### src/rtl/next_pc_ctrl.sv
// Next-PC selection with a BOOT/RUN/HOLD controller and a one-entry pending-redirect buffer.
// Exception entry/return support is compiled in only when NEXT_PC_CTRL_EXC_EN is defined.
module next_pc_ctrl #(
  parameter logic [29:0] RESET_PC = 30'h0C00,
  parameter logic [29:0] EXC_VEC  = 30'h0C60
) (
  input  logic        clk,
  input  logic        rst_n,
  input  logic [29:0] pc_cur,
  input  logic        stall,
  input  logic        br_req,
  input  logic [29:0] br_target,
  input  logic        jmp_req,
  input  logic [29:0] jmp_target,
  input  logic        exc_req,
  input  logic        eret_req,
  output logic [29:0] next_pc,
  output logic        pc_en,
  output logic        flush,
  output logic        pend_vld,
  output logic [29:0] epc_out
);

  typedef enum logic [1:0] {
    BOOT = 2'd0,
    RUN  = 2'd1,
    HOLD = 2'd2
  } state_t;

  // Numeric order of the classes is the redirect priority.
  typedef enum logic [2:0] {
    CLS_SEQ  = 3'd0,
    CLS_BR   = 3'd1,
    CLS_JMP  = 3'd2,
    CLS_ERET = 3'd3,
    CLS_EXC  = 3'd4
  } cls_t;

  state_t      state, state_nxt;
  cls_t        req_cls, pend_cls;
  logic [29:0] req_tgt, pend_tgt, seq_pc;
  logic        exc_act, eret_act;
  logic        pend_wr, pend_clr, epc_wr;

`ifdef NEXT_PC_CTRL_EXC_EN
  assign exc_act  = exc_req;
  assign eret_act = eret_req;
`else
  assign exc_act  = 1'b0;
  assign eret_act = 1'b0;
  wire unused_exc = &{1'b0, exc_req, eret_req};
`endif

  assign seq_pc = pc_cur + 30'd1;

  // Highest-priority request presented this cycle.
  always_comb begin
    req_cls = CLS_SEQ;
    req_tgt = seq_pc;
    if (exc_act) begin
      req_cls = CLS_EXC;
      req_tgt = EXC_VEC;
    end else if (eret_act) begin
      req_cls = CLS_ERET;
      req_tgt = epc_out;
    end else if (jmp_req) begin
      req_cls = CLS_JMP;
      req_tgt = jmp_target;
    end else if (br_req) begin
      req_cls = CLS_BR;
      req_tgt = br_target;
    end
  end

  // NOTE: every output of this block gets a default first, so no path can infer a latch.
  always_comb begin
    state_nxt = state;
    next_pc   = seq_pc;
    pc_en     = 1'b0;
    flush     = 1'b0;
    pend_wr   = 1'b0;
    pend_clr  = 1'b0;
    epc_wr    = 1'b0;
    unique case (state)
      BOOT: begin
        next_pc   = RESET_PC;
        state_nxt = RUN;
      end
      RUN, HOLD: begin
        if (stall) begin
          next_pc = req_tgt;
          if (req_cls != CLS_SEQ) begin
            pend_wr   = !pend_vld || (req_cls >= pend_cls);
            epc_wr    = exc_act;
            state_nxt = HOLD;
          end
        end else begin
          state_nxt = RUN;
          pc_en     = 1'b1;
          epc_wr    = exc_act;
          pend_clr  = pend_vld;
          if (pend_vld && !(req_cls > pend_cls)) begin
            next_pc = pend_tgt;
            flush   = 1'b1;
          end else begin
            next_pc = req_tgt;
            flush   = (req_cls != CLS_SEQ);
          end
        end
      end
      default: state_nxt = BOOT;
    endcase
    // Reset is synchronous, but outputs show BOOT values for the whole time it is held.
    if (!rst_n) begin
      state_nxt = BOOT;
      next_pc   = RESET_PC;
      pc_en     = 1'b0;
      flush     = 1'b0;
      pend_wr   = 1'b0;
      pend_clr  = 1'b0;
      epc_wr    = 1'b0;
    end
  end

  // NOTE: sequential state uses non-blocking assignments so all registers update together.
  always_ff @(posedge clk) begin
    if (!rst_n) begin
      state    <= BOOT;
      pend_vld <= 1'b0;
      pend_cls <= CLS_SEQ;
      epc_out  <= '0;
    end else begin
      state <= state_nxt;
      if (pend_wr) begin
        pend_vld <= 1'b1;
        pend_cls <= req_cls;
      end else if (pend_clr) begin
        pend_vld <= 1'b0;
        pend_cls <= CLS_SEQ;
      end
      if (epc_wr) epc_out <= pc_cur;
    end
  end

  // NOTE: the target is pure data qualified by pend_vld, so it deliberately has no reset.
  always_ff @(posedge clk) begin
    if (pend_wr) pend_tgt <= req_tgt;
  end

endmodule

### config.mk
export PLATFORM = sky130hd
export DESIGN_NAME = next_pc_ctrl
export DESIGN_NICKNAME = d
export VERILOG_FILES = /design/src/rtl/next_pc_ctrl.sv
export SDC_FILE = /design/constraint.sdc
export NUM_CORES = 1
export LEC_CHECK = 0
export ABC_AREA = 1
export CORE_MARGIN = 8
export CORE_UTILIZATION = 40
export CTS_CLUSTER_SIZE = 14
export DETAILED_ROUTE_END_ITERATION = 16
export GPL_ROUTABILITY_DRIVEN = 0
export PLACE_DENSITY_LB_ADDON = 0.08
export SLEW_MARGIN = 30
export SYNTH_ARGS = -nofsm -noshare
export SYNTH_HDL_FRONTEND = slang
export SYNTH_SLANG_ARGS = --single-unit
export TNS_END_PERCENT = 10
### constraint.sdc
create_clock -name clk -period 4.34 [get_ports clk]
set_clock_uncertainty 0.15 [all_clocks]
set_input_delay 1.302 -clock clk [delete_from_list [all_inputs] [get_ports clk]]
set_output_delay 1.302 -clock clk [all_outputs]
set_load 0.02 [all_outputs]
==> metrics.cfg <==
[floorplan]
start_util_pct = 40.85
row_count = 36
die_y_um = 115.5
core_um2 = 9684
die_w_um = 115.5
io_pins = 160
die_area_um2 = 13330

[power_and_ir_drop]
swShare_pct = 36.43
power_density_nw_per_um2 = 202.3
total_power_mw = 1.308
p_int_uw = 831.5
pwr-share-comb_pct = 47.3
p_clk_share_pct = 22.9
ir_worst_vdd_mv = 0.1184
power_frac_seq_pct = 29.8
p_switching_uw = 476.4
leakagePower_nw = 3.185

[setup_path]
crit_arrival_ns = 4.46
slowest_delay_ns = 0.27
cpMostUsedCell = buf_4
critPathSlowestCell = ha_4
cp-end-kind = flop
crit_required_ns = 4.42
path_class = in2reg
start_kind = input pin
path_max_fanout = 17

[global_routing]
antenna_found_initial = 0
grt_util_met2_pct = 39.42
grt_util_met3_pct = 4.377
grt_max_degree = 31
grt.busiest_layer = met2
use_met1_pct = 26.12
first_global_vias = 4955
grt_use_total_pct = 21.96
grt_pass1_wl_mm = 23.38
gr-total-overflow = 0

[timing]
fin_crit_sh_pct = 100.9
rsz0062_at_grt = true
setup_viol = 27
whs_ns = 0.3452
fin_crit_ns = 4.379
timing.fmax_mhz = 228.4
hold_violations = 0
fin_ws_ns = -0.03871
slew_viol_final = 0

[layout]
layout.nets = 980
drive_gt1_share_pct = 30.87
diodes = 0
area_delta_synth_final_pct = 63.44
fin_cells = 1011

[clock_tree]
cts_buffers = 5
clk_latency_ns = 0.30
cts_tree = done
clk_pin_slew_ns = 0.08
root_buffer = clkbuf_8
htree_levels = 2
cts_max_path_buffers = 2
cts.sinks = 35
cts_hold_buf = 0

[placed_design]
place_ws_ns = -0.8923
dpl.hpwl_mm = 10.69
port_buffers = 127
place_inst = 969

[logic_synthesis]
syn_area_per_cell_um2 = 5.985
synth_seq_cells = 35
yosysUniqueCellTypes = 32
synth_commonest_cells = nand2_1 (216), inv_1 (108), nor2_1 (52)
yosysWarnings = 0
synth_top_area_cell = edfxtp_1
ys_top_cells_by_area = edfxtp_1 (23%), nand2_1 (20%), inv_1 (10%)
postSynthCellCount = 661
synth_top_area_share_pct = 22.77
synthMostInstantiatedCell = nand2_1
synthFlopType = edfxtp_1
netlist_area_um2 = 3956
ys_async_sr_fraction_pct = 0
ys_seq_area_share_pct = 25.30
synth_edf_count = 30

[outcome]
status = finished, violations left
violations = negative setup slack

[drt]
drc = 0
drt-initial-drc-count = 269
ant_nets = 0
num_vias = 4943
dr.pass1.iters = 5
wl_per_cell_um = 15.41
wirelength_mm = 15.58
avgViaCountPerCell = 4.889

[job]
maxCapViolations = 0

[min_path]
hold_class = reg2reg

-- power by group through the flow --
stage / clock network, mW / logic, mW / registers [mW]
floorplan: 0 / 0.306 / 0.396
global placement: 0 / 0.545 / 0.396
detailed placement: 0 / 0.553 / 0.397
CTS: 0.303 / 0.569 / 0.390
global route: 0.315 / 0.672 / 0.392
finish: 0.299 / 0.618 / 0.390
-- layout make-up --
class | instances | area [um^2]
clock buffers | 7 | 107.6
clock inverters | 1 | 5.005
fillers | 910 | 3218
inverters | 108 | 420.4
multi-input cells | 491 | 2675
flip-flops and latches | 35 | 1001
well taps | 133 | 166.4
repair buffers | 236 | 2091
-- stage by stage --
step | util [%] | TNS, ns | instance area, um^2
final | 66.77 | -0.4200 | 6466
after global routing | 66.77 | -4.409 | 6466
after CTS | 64.13 | -0.02750 | 6211
after detailed placement | 59.85 | -24.09 | 5796
after global placement | 59.85 | -22.77 | 5796
after floorplan | - | -0.01042 | 4104
-- cell families (layout without fill, tap and decap cells) --
kind of cell | after synthesis | count (layout) | share of synthesized area, %
buffers and inverters | 165 | 352 | 19.35
xor gates and xnor gates | 11 | 11 | 2.435
adders and majority gates | 6 | 6 | 1.897
AOI/OAI and AO/OA | 98 | 98 | 13.82
other | 1 | 30 | 0.09479
DFF | 35 | 35 | 25.30
and+or+nand+nor | 345 | 346 | 37.10
-- layer usage --
layer	share of wire (%)	up-vias	wire, um
li1	-	2454	-
met1	42	2303	6519
met2	50	172	7830
met3	6.8	14	1052
met4	1.1	0	174
met5	0	-	0
-- path summary, 6_finish.rpt --
kind	startpoint	to	slack, ns	depth (start not counted)
hold reg to reg	state[1]	state[1]	0.35	2
setup reg to reg	pend_cls[1]	pend_cls[1]	0.73	23
hold / removal	state[1]	state[1]	0.35	2
setup / recovery	jmp_req	pend_cls[1]	-0.04	25
-- worst max-delay path: cells and delay by family --
family / cells / cell delay, ns
compound gates: 1 / 0.16
fa+ha+maj: 1 / 0.27
buf+inv: 18 / 2.29
simple gates: 5 / 0.43
-- state kept, by name (all words and copies together), names as in the netlist --
signal    cells
state         2
pend_vld      1
pend_cls      2
pend_tgt     30
-- layout by cell type, fill, tap and decap left out, drive strengths merged, types with 2 or more instances in the layout --
master / netlist / routed
nand2: 222 / 222
conb: 1 / 30
clkbuf: 12 / 22
inv: 108 / 107
buf: 45 / 139
clkdlybuf4s15: 0 / 6
or2: 11 / 11
xnor2: 6 / 6
edfxtp: 30 / 30
ha: 6 / 6
dfxtp: 5 / 5
o21bai: 2 / 2
nor2: 61 / 62
nand3b: 7 / 7
o22ai: 23 / 23
dlygate4sd2: 0 / 9
clkinv: 0 / 2
xor2: 5 / 5
o211ai: 5 / 5
clkdlybuf4s50: 0 / 64
o21ai: 31 / 31
nand3: 41 / 41
dlymetal6s2s: 0 / 3
a21oi: 35 / 35
-- what timing repair did --
action                     4_1_cts  5_1_grt
buffers inserted                23        7
pin swaps                       20       36
resized for setup              234      111
setup endpoints to repair       31       63
gates cloned                     3        3
No activity file was read; power rests on OpenSTA's default activity.
